### src/rtl/lsu_sequencer_if.sv
// Data-memory port bundle between the load/store sequencer and memory.
//   master (sequencer): drives mem_req, mem_we, mem_addr, mem_be, mem_wdata;
//                       samples mem_ready, mem_rdata.
//   slave  (memory)   : the mirror image.
// mem_ready both accepts and completes a request in the same cycle;
// mem_rdata is meaningful only when mem_ready && !mem_we.
interface lsu_sequencer_if;
  logic        mem_req;
  logic        mem_we;
  logic [31:0] mem_addr;
  logic [3:0]  mem_be;
  logic [31:0] mem_wdata;
  logic        mem_ready;
  logic [31:0] mem_rdata;

  modport master (
    output mem_req, mem_we, mem_addr, mem_be, mem_wdata,
    input  mem_ready, mem_rdata
  );

  modport slave (
    input  mem_req, mem_we, mem_addr, mem_be, mem_wdata,
    output mem_ready, mem_rdata
  );
endinterface

### src/rtl/lsu_sequencer.sv
// Multi-cycle load/store sequencer between the execute stage and the data
// memory port. One memory instruction is handled at a time: it is classified
// in IDLE, issued in REQ (held until mem_ready or timeout) and reported in a
// one-cycle DONE strobe.
// Ports:
//   clk, rst_n            clock, asynchronous active-low reset
//   req_valid             execute stage presents a memory instruction
//   is_load, is_store     decoder load-select / MemWrite
//   funct3                access type (b, h, w, bu, hu)
//   addr, wdata           byte address and store data
//   stall                 combinational pipeline freeze
//   rsp_valid             one-cycle result/fault strobe
//   rdata                 extended load data (0 for stores and faults)
//   fault                 0 none, 1 misaligned, 2 illegal, 3 timeout
//   mem                   data-memory port (lsu_sequencer_if.master)
// Parameter TIMEOUT_CYCLES (1-255): REQ cycles without mem_ready before abort.
module lsu_sequencer #(
  parameter int unsigned TIMEOUT_CYCLES = 16
) (
  input  logic                  clk,
  input  logic                  rst_n,
  input  logic                  req_valid,
  input  logic                  is_load,
  input  logic                  is_store,
  input  logic [2:0]            funct3,
  input  logic [31:0]           addr,
  input  logic [31:0]           wdata,
  output logic                  stall,
  output logic                  rsp_valid,
  output logic [31:0]           rdata,
  output logic [1:0]            fault,
  lsu_sequencer_if.master       mem
);

  typedef enum logic [1:0] {
    ST_IDLE = 2'd0,
    ST_REQ  = 2'd1,
    ST_DONE = 2'd2
  } state_t;

  localparam logic [7:0] CNT_LAST = 8'(TIMEOUT_CYCLES - 1);

  localparam logic [1:0] FAULT_NONE  = 2'd0;
  localparam logic [1:0] FAULT_ALIGN = 2'd1;
  localparam logic [1:0] FAULT_ILL   = 2'd2;
  localparam logic [1:0] FAULT_TMO   = 2'd3;

  state_t      state_r, state_nxt_s;
  logic [7:0]  cnt_r, cnt_nxt_s;

  logic        accept_s, illegal_s, misaligned_s, load_fields_s;
  logic        mem_req_nxt_s, rsp_valid_nxt_s;
  logic [31:0] rdata_nxt_s;
  logic [1:0]  fault_nxt_s;

  logic        mem_req_r, mem_we_r, rsp_valid_r;
  logic [31:0] mem_addr_r, mem_wdata_r, rdata_r;
  logic [3:0]  mem_be_r;
  logic [1:0]  fault_r;
  logic [2:0]  f3_r;
  logic [1:0]  lane_r;

  // Byte enables: funct3[1:0] encodes size for both signed and unsigned forms.
  function automatic logic [3:0] byte_enables(input logic [2:0] f3, input logic [1:0] a);
    logic [3:0] be;
    case (f3[1:0])
      2'd0:    be = 4'b0001 << a;
      2'd1:    be = 4'b0011 << {a[1], 1'b0};
      2'd2:    be = 4'b1111;
      default: be = 4'b0000;
    endcase
    return be;
  endfunction

  // Store data replicated across every lane so memory can pick any byte/half.
  function automatic logic [31:0] lane_replicate(input logic [2:0] f3, input logic [31:0] d);
    logic [31:0] r;
    case (f3[1:0])
      2'd0:    r = {4{d[7:0]}};
      2'd1:    r = {2{d[15:0]}};
      2'd2:    r = d;
      default: r = 32'd0;
    endcase
    return r;
  endfunction

  // Select the addressed byte/half of the read word and extend it.
  function automatic logic [31:0] load_extend(input logic [2:0] f3, input logic [1:0] lane,
                                              input logic [31:0] word);
    logic [7:0]  b;
    logic [15:0] h;
    logic [31:0] r;
    case (lane)
      2'd0:    b = word[7:0];
      2'd1:    b = word[15:8];
      2'd2:    b = word[23:16];
      2'd3:    b = word[31:24];
      default: b = 8'd0;
    endcase
    h = lane[1] ? word[31:16] : word[15:0];
    case (f3)
      3'd0:    r = {{24{b[7]}}, b};
      3'd1:    r = {{16{h[15]}}, h};
      3'd2:    r = word;
      3'd4:    r = {24'd0, b};
      3'd5:    r = {16'd0, h};
      default: r = 32'd0;
    endcase
    return r;
  endfunction

  // Request classification; illegal wins over misaligned further down.
  always_comb begin
    accept_s     = req_valid && (is_load || is_store);
    illegal_s    = (is_load && is_store) ||
                   (is_load && ((funct3 == 3'd3) || (funct3 == 3'd6) || (funct3 == 3'd7))) ||
                   (is_store && (funct3 > 3'd2));
    misaligned_s = ((funct3[1:0] == 2'd1) && addr[0]) ||
                   ((funct3 == 3'd2) && (addr[1:0] != 2'b00));
  end

  // State register and REQ wait counter.
  always_ff @(posedge clk or negedge rst_n) begin
    if (!rst_n) begin
      state_r <= ST_IDLE;
      cnt_r   <= 8'd0;
    end else begin
      state_r <= state_nxt_s;
      cnt_r   <= cnt_nxt_s;
    end
  end

  // Next-state logic; mem_ready beats the timeout on the last counted cycle.
  always_comb begin
    state_nxt_s = state_r;
    cnt_nxt_s   = cnt_r;
    case (state_r)
      ST_IDLE: begin
        cnt_nxt_s = 8'd0;
        if (accept_s) begin
          state_nxt_s = (illegal_s || misaligned_s) ? ST_DONE : ST_REQ;
        end else begin
          state_nxt_s = ST_IDLE;
        end
      end
      ST_REQ: begin
        if (mem.mem_ready) begin
          state_nxt_s = ST_DONE;
          cnt_nxt_s   = 8'd0;
        end else if (cnt_r == CNT_LAST) begin
          state_nxt_s = ST_DONE;
          cnt_nxt_s   = 8'd0;
        end else begin
          state_nxt_s = ST_REQ;
          cnt_nxt_s   = cnt_r + 8'd1;
        end
      end
      ST_DONE: begin
        state_nxt_s = ST_IDLE;
        cnt_nxt_s   = 8'd0;
      end
      default: begin
        state_nxt_s = ST_IDLE;
        cnt_nxt_s   = 8'd0;
      end
    endcase
  end

  // Output logic: combinational stall plus next values for registered outputs.
  always_comb begin
    // rst_n gating keeps stall low while reset is held, even with req_valid up.
    stall           = rst_n && (((state_r == ST_IDLE) && accept_s) || (state_r == ST_REQ));
    mem_req_nxt_s   = (state_nxt_s == ST_REQ);
    rsp_valid_nxt_s = (state_nxt_s == ST_DONE);
    rdata_nxt_s     = 32'd0;
    fault_nxt_s     = FAULT_NONE;
    load_fields_s   = 1'b0;
    case (state_r)
      ST_IDLE: begin
        if (accept_s) begin
          if (illegal_s) begin
            fault_nxt_s = FAULT_ILL;
          end else if (misaligned_s) begin
            fault_nxt_s = FAULT_ALIGN;
          end else begin
            load_fields_s = 1'b1;
          end
        end else begin
          fault_nxt_s = FAULT_NONE;
        end
      end
      ST_REQ: begin
        if (mem.mem_ready) begin
          if (!mem_we_r) begin
            rdata_nxt_s = load_extend(f3_r, lane_r, mem.mem_rdata);
          end else begin
            rdata_nxt_s = 32'd0;
          end
        end else if (cnt_r == CNT_LAST) begin
          fault_nxt_s = FAULT_TMO;
        end else begin
          fault_nxt_s = FAULT_NONE;
        end
      end
      ST_DONE: begin
        fault_nxt_s = FAULT_NONE;
      end
      default: begin
        fault_nxt_s = FAULT_NONE;
      end
    endcase
  end

  // Registered outputs and the request fields held stable through REQ.
  always_ff @(posedge clk or negedge rst_n) begin
    if (!rst_n) begin
      mem_req_r   <= 1'b0;
      mem_we_r    <= 1'b0;
      mem_addr_r  <= 32'd0;
      mem_be_r    <= 4'd0;
      mem_wdata_r <= 32'd0;
      rsp_valid_r <= 1'b0;
      rdata_r     <= 32'd0;
      fault_r     <= 2'd0;
      f3_r        <= 3'd0;
      lane_r      <= 2'd0;
    end else begin
      mem_req_r   <= mem_req_nxt_s;
      rsp_valid_r <= rsp_valid_nxt_s;
      rdata_r     <= rdata_nxt_s;
      fault_r     <= fault_nxt_s;
      if (load_fields_s) begin
        mem_we_r    <= is_store;
        mem_addr_r  <= {addr[31:2], 2'b00};
        mem_be_r    <= byte_enables(funct3, addr[1:0]);
        mem_wdata_r <= lane_replicate(funct3, wdata);
        f3_r        <= funct3;
        lane_r      <= addr[1:0];
      end else begin
        mem_we_r    <= mem_we_r;
        mem_addr_r  <= mem_addr_r;
        mem_be_r    <= mem_be_r;
        mem_wdata_r <= mem_wdata_r;
        f3_r        <= f3_r;
        lane_r      <= lane_r;
      end
    end
  end

  assign mem.mem_req   = mem_req_r;
  assign mem.mem_we    = mem_we_r;
  assign mem.mem_addr  = mem_addr_r;
  assign mem.mem_be    = mem_be_r;
  assign mem.mem_wdata = mem_wdata_r;
  assign rsp_valid     = rsp_valid_r;
  assign rdata         = rdata_r;
  assign fault         = fault_r;

endmodule
### src/flat_wrapper.sv
// flat-port wrapper written by rule: the top's interface ports become plain ports
module lsu_sequencer_flat 
#(
  parameter int unsigned TIMEOUT_CYCLES = 16
)
  (clk, rst_n, req_valid, is_load, is_store, funct3, addr, wdata, stall, rsp_valid, rdata, fault, mem_mem_req, mem_mem_we, mem_mem_addr, mem_mem_be, mem_mem_wdata, mem_mem_ready, mem_mem_rdata);
  lsu_sequencer_if mem_i ();
  input  logic clk;
  input  logic rst_n;
  input  logic req_valid;
  input  logic is_load;
  input  logic is_store;
  input  logic [2:0] funct3;
  input  logic [31:0] addr;
  input  logic [31:0] wdata;
  output logic stall;
  output logic rsp_valid;
  output logic [31:0] rdata;
  output logic [1:0] fault;
  output wire logic [$bits(mem_i.mem_req)-1:0] mem_mem_req;
  output wire logic [$bits(mem_i.mem_we)-1:0] mem_mem_we;
  output wire logic [$bits(mem_i.mem_addr)-1:0] mem_mem_addr;
  output wire logic [$bits(mem_i.mem_be)-1:0] mem_mem_be;
  output wire logic [$bits(mem_i.mem_wdata)-1:0] mem_mem_wdata;
  input wire logic [$bits(mem_i.mem_ready)-1:0] mem_mem_ready;
  input wire logic [$bits(mem_i.mem_rdata)-1:0] mem_mem_rdata;
  assign mem_mem_req = mem_i.mem_req;
  assign mem_mem_we = mem_i.mem_we;
  assign mem_mem_addr = mem_i.mem_addr;
  assign mem_mem_be = mem_i.mem_be;
  assign mem_mem_wdata = mem_i.mem_wdata;
  assign mem_i.mem_ready = mem_mem_ready;
  assign mem_i.mem_rdata = mem_mem_rdata;
  lsu_sequencer #(.TIMEOUT_CYCLES(TIMEOUT_CYCLES)) u_core (.clk(clk), .rst_n(rst_n), .req_valid(req_valid), .is_load(is_load), .is_store(is_store), .funct3(funct3), .addr(addr), .wdata(wdata), .stall(stall), .rsp_valid(rsp_valid), .rdata(rdata), .fault(fault), .mem(mem_i));
endmodule
### config.mk
export PLATFORM = sky130hd
export DESIGN_NAME = lsu_sequencer_flat
export DESIGN_NICKNAME = d
export VERILOG_FILES = /design/src/rtl/lsu_sequencer_if.sv /design/src/rtl/lsu_sequencer.sv /design/src/flat_wrapper.sv
export SDC_FILE = /design/constraint.sdc
export NUM_CORES = 1
export LEC_CHECK = 0
export CAP_MARGIN = 20
export CORE_AREA = 3 3 114 116
export DETAILED_ROUTE_END_ITERATION = 8
export DIE_AREA = 0 0 117 119
export MAX_ROUTING_LAYER = met4
export PLACE_DENSITY = 0.92
export SYNTH_ARGS = -nofsm -noshare
export SYNTH_HDL_FRONTEND = slang
export SYNTH_SLANG_ARGS = --single-unit
### constraint.sdc
create_clock -name clk -period 3.05 [get_ports clk]
set_input_delay 0.61 -clock clk [delete_from_list [all_inputs] [get_ports clk]]
set_output_delay 0.61 -clock clk [all_outputs]
set_load 0.01 [all_outputs]
==> metrics.yaml, run 1 <==
power:
  irDropWorstVdd_mv: 0.445
  leakage_uw: 0.00352
  powerDensity_nw_per_um2: 790
route:
  post_drt_wl_per_cell_um: 18.8
  routed_wirelength_um: 16100
  drc: 0
  vias: 4697
  drt_iter0_drc: 386
  viasPerCell: 5.47
  ant_nets: 0
  drtPass1Iterations: 5
floorplan:
  fp.dieH_um: 119
  die_x_um: 117
  io_pins: 211
  num_rows: 40
  die_area_um2: 13900
  initial_utilization_pct: 44.9
  core_um2: 12000
place:
  gp_congestion: 0.868
  io_buffers: 208
  place_inst: 827
  dp.final_hpwl_um: 12000
clock_tree:
  cts.root.buffer_cell: "clkbuf_16"
  cts_tree: "done"
  cts_resized: 0
  cts.sinks: 118
  cts_buffer_depth: 2
  cts_buffers: 17
  clk_pin_slew_ns: 0.06
  ctsHoldBuffers: 0
  cts_setup_buffers: 0
  h-tree-depth: 4
  clkLatencyLatePin_ns: 0.41
timing:
  max-slew-margin-rel_pct: 45.1
  setup_viol: 0
  rsz0062_at_grt: "false"
  fin_crit_ns: 2.73
  max_freq_mhz: 367
  hold_viol: 0
  tns_ns: 0
  tightest_slew_ns: 0.824
  fin_worst_skew_ns: 0.00729
  final-max-slew-violation-count: 0
  fin_crit_sh_pct: 89.4
finish:
  syn_to_final_growth_pct: 53.3
  final_nets: 805
  final_common_cell: "clkdlybuf4s50_1"
  antenna_cells: 0
  fin_cells: 859
  drive_gt1_share_pct: 7.72
  mostFrequentLayoutCells: "207 x clkdlybuf4s50_1, 118 x dfrtp_1, 53 x a21oi_1, 53 x mux2_1, 50 x nand2_1"
synthesis:
  ys_top_cells_by_area: "dfrtp_1 55%, mux2_1 11%, mux2i_1 6.3%, a21oi_1 4.9%, nand2_1 3.5%"
  ys_seq_area_share_pct: 54.8
  syn-cell-area_um2: 5390
  synth.avg_cell_area_um2: 11.1
  synth_top_flop_cell: "dfrtp_1"
  synth_cell_type_count: 42
  netlist.area_leader.share_pct: 54.8
  yosys_register_bits: 118
  yosys_warnings: 0
  synth_edf_count: 0
  synth_top_area_cell: "dfrtp_1"
  async_flop_share_pct: 100
  syn_inst: 487
global_routing:
  grt_max_degree: 68
  grt_pass1_wl_um: 25200
  antenna_found_initial: 0
  grt_pass1_vias: 5024
  grt_overflow: 0
  grt_usage_pct: 24.0
worst_setup_path:
  endpoint_kind: "output port"
  startpoint: "is_store"
  rrSetupSlack_ns: 0.92
  cp_max_fo: 4
  timing.rr.end: "u_core.rdata[21]"
  cp.arrival_ns: 2.12
  r2r-start: "u_core.lane_r[1]"
  start_kind: "input pin"
  rr_worst_depth: 5
  crit_type: "input pin to output port"
  required_ns: 2.44
run_status:
  status: "complete, no violations"
job:
  cap_violations: 0
hold_path:
  hold_class: "input pin to async pin"
flip-flops by register name, summed over array words and instances, names as in the netlist:
| name | flops |
|---|---|
| u_core.mem.mem_we | 1 |
| u_core.rsp_valid | 1 |
| u_core.rdata | 32 |
| u_core.mem.mem_wdata | 32 |
| u_core.lane_r | 2 |
| u_core.mem.mem_addr | 30 |
| u_core.mem.mem_req | 1 |
| u_core.mem.mem_be | 4 |
| u_core.fault | 2 |
| u_core.f3_r | 3 |
| u_core.state_r | 2 |
| u_core.cnt_r | 8 |
worst max path at each step:
stage	to	slack, ns	cells after the start
after detailed placement	u_core.mem.mem_wdata[13]	0.15	7
after CTS	stall	0.29	5
final	stall	0.32	5
after global placement	u_core.mem.mem_wdata[12]	0.25	7
after global routing	stall	0.22	5
after floorplan	u_core.f3_r[1]	0.93	7
cells by family after synthesis:
logic type	synth area share [%]
compound gates	12.0
xor+xnor	0.813
fa+ha+maj	0.232
buf+inv	4.71
flops	54.8
mux	17.8
other cells	0.0696
simple gates	9.57
per-stage QoR:
step	hold slack [ns]	cell area (µm²)	total power, µW	util (%)	setup WS [ns]
floorplan	0.314	5390	3200	-	0.928
global placement	0.439	7630	4370	63.6	0.250
detailed placement	0.464	7630	4460	63.6	0.147
CTS	0.357	8260	6570	68.7	0.287
global route	0.378	8260	6860	68.7	0.224
finish	0.332	8260	6530	68.7	0.322
routing by layer:
metal  vias to the layer above  share of wire [%]  global-route usage [%]
met5                         -                  0                       -
met3                        39                9.0                    6.05
li1                       2121                  -                       -
met2                       301                 49                    39.1
met4                         0                2.1                    8.46
met1                      2236                 39                    29.0
power by group:
part	switching, µW	total [µW]	internal (µW)
sequential	290	2280	1990
combinational	974	2170	1200
clock	739	2080	1340
total	2000	6530	4520
area by class of cell:
type	count	area, µm²
Fill cell	827	3750
Sequential cell	118	2950
Timing Repair Buffer	223	2220
Multi-Input combinational cell	317	2200
Clock buffer	19	453
Tap cell	147	184
Clock inverter	13	169
Inverter	22	82.6
Yosys cell counts (4+ instances only):
library cell,count
mux2i_1,34
mux2_1,53
a211oi_1,7
a22oi_1,8
a21oi_1,53
nand2b_1,7
inv_1,21
nor2b_1,17
nor2_1,13
nand2_1,50
buf_6,4
clkbuf_1,16
dfrtp_1,118
o21ai_0,37
buf_4,5
buf_2,5
critical path, cell delays in order:
cell,delay (ns)
clkdlybuf4s50_1,0.50
o21ai_0,0.12
nor2b_1,0.14
nor3b_1,0.18
clkdlybuf4s50_1,0.57
Note: power is estimated with default switching activity, not from simulation.
==> run 2: changes to the inputs <==
--- a/config.mk
+++ b/config.mk
@@ -9,7 +9,6 @@
 export CORE_AREA = 3 3 114 116
 export DETAILED_ROUTE_END_ITERATION = 8
 export DIE_AREA = 0 0 117 119
-export MAX_ROUTING_LAYER = met4
 export PLACE_DENSITY = 0.92
 export SYNTH_ARGS = -nofsm -noshare
 export SYNTH_HDL_FRONTEND = slang
==> run 2 against run 1 <==
Routed wire length about the same. Cell area unchanged. Setup slack about the same. Register-to-register slack improved by 0.02 ns. Utilization unchanged. Cell count unchanged. Maximum frequency about the same. Worst hold slack improved by 0.0015 ns. Critical path depth unchanged. Combinational power about the same. Non-clock buffer count unchanged. Largest power group unchanged. First-iteration DRC count decreased by 0.52%.
==> metrics.yaml, run 2 (synthesized netlist as in run 1, its figures left out) <==
clock_tree:
  ctsHoldBuffers: 0
  cts_tree: "done"
  cts.root.buffer_cell: "clkbuf_16"
  cts_buffer_depth: 2
  clk_pin_slew_ns: 0.06
  h-tree-depth: 4
  cts_setup_buffers: 0
  cts_buffers: 17
  cts_resized: 0
  clkLatencyLatePin_ns: 0.41
  cts.sinks: 118
worst_setup_path:
  start_kind: "input pin"
  cp.arrival_ns: 2.12
  endpoint_kind: "output port"
  crit_type: "input pin to output port"
  rrSetupSlack_ns: 0.94
  required_ns: 2.44
  cp_max_fo: 4
route:
  drt_iter0_drc: 384
  ant_nets: 0
  vias: 4653
  drtPass1Iterations: 5
  viasPerCell: 5.42
  post_drt_wl_per_cell_um: 18.8
  drc: 0
  routed_wirelength_um: 16100
place:
  io_buffers: 208
  gp_congestion: 0.854
  dp.final_hpwl_um: 12000
  pre_cts_ws_ns: 0.147
finish:
  antenna_cells: 0
  fillCellCount: 827
  drive_gt1_share_pct: 7.72
  final_nets: 805
  mostFrequentLayoutCells: "207 x clkdlybuf4s50_1, 118 x dfrtp_1, 53 x a21oi_1, 53 x mux2_1, 50 x nand2_1"
  syn_to_final_growth_pct: 53.3
  final_common_cell: "clkdlybuf4s50_1"
power:
  leakage_uw: 0.00352
  irDropWorstVdd_mv: 0.445
  powerDensity_nw_per_um2: 790
timing:
  fin_worst_skew_ns: 0.00888
  fin_crit_ns: 2.73
  max-slew-margin-rel_pct: 46.0
  final-max-slew-violation-count: 0
  setup_viol: 0
  fin_crit_sh_pct: 89.4
  fin_ws_ns: 0.322
  tightest_slew_ns: 0.810
  max_freq_mhz: 367
  hold_viol: 0
  rsz0062_at_grt: "false"
  tns_ns: 0
global_routing:
  grt_overflow: 0
  grt_usage_pct: 23.4
  grt_pass1_vias: 5018
  grt_max_degree: 68
  antenna_found_initial: 0
  grt_pass1_wl_um: 25200
floorplan:
  io_pins: 211
  core_um2: 12000
  die_x_um: 117
  die_area_um2: 13900
  fp.dieH_um: 119
  num_rows: 40
  initial_utilization_pct: 44.9
hold_path:
  hold_class: "input pin to async pin"
run_status:
  status: "complete, no violations"
job:
  cap_violations: 0
[run 2: cell counts in the layout (fill, tap and decap cells not counted)]
Identical to the previous run, type by type.
[run 2: worst paths after layout]
kind | from | to | cells past startpoint
worst max-delay path | is_store | stall | 5
max in group asynchronous | rst_n | u_core.lane_r[1] | 3
worst max register to register | u_core.lane_r[1] | u_core.rdata[21] | 5
min in group clk | u_core.cnt_r[0] | u_core.cnt_r[0] | 1
worst min register to register | u_core.cnt_r[0] | u_core.cnt_r[0] | 1
worst min-delay path | rst_n | u_core.cnt_r[4] | 2
[run 2: worst max-delay path, cell delays in order]
cell,delay [ns]
clkdlybuf4s50_1,0.50
o21ai_0,0.12
nor2b_1,0.14
nor3b_1,0.18
clkdlybuf4s50_1,0.57
[run 2: layout make-up]
type	count	area, µm²	share of cell area [%]
Clock buffer	19	453	5.49
Clock inverter	13	169	2.05
Inverter	22	82.6	1.00
Multi-Input combinational cell	317	2200	26.6
Sequential cell	118	2950	35.8
Tap cell	147	184	2.23
Timing Repair Buffer	223	2220	26.9
[run 2: stage by stage]
stage	area, µm²	total power (µW)	hold WS [ns]	std cells	utilization (%)
after global placement	7630	4370	0.439	827	63.6
final	8260	6520	0.333	859	68.7
after detailed placement	7630	4460	0.464	827	63.6
after global routing	8260	6860	0.379	859	68.7
after floorplan	5390	3200	0.314	488	-
after CTS	8260	6570	0.357	859	68.7
[run 2: layer usage]
metal	vias up	GRT usage [%]	share of wire, %	wire [µm]
li1	2121	-	-	-
met4	0	8.24	2.4	384
met3	42	7.37	9.7	1570
met2	282	39.2	49	7910
met5	-	0	0	0
met1	2208	28.2	39	6260
[run 2: where the power goes]
part / switching (µW) / total (µW) / internal [µW] / leakage, µW
Sequential: 290 / 2280 / 1990 / 0.00151
Clock: 738 / 2070 / 1340 / 0.000293
Combinational: 972 / 2170 / 1200 / 0.00172
Total: 2000 / 6520 / 4520 / 0.00352
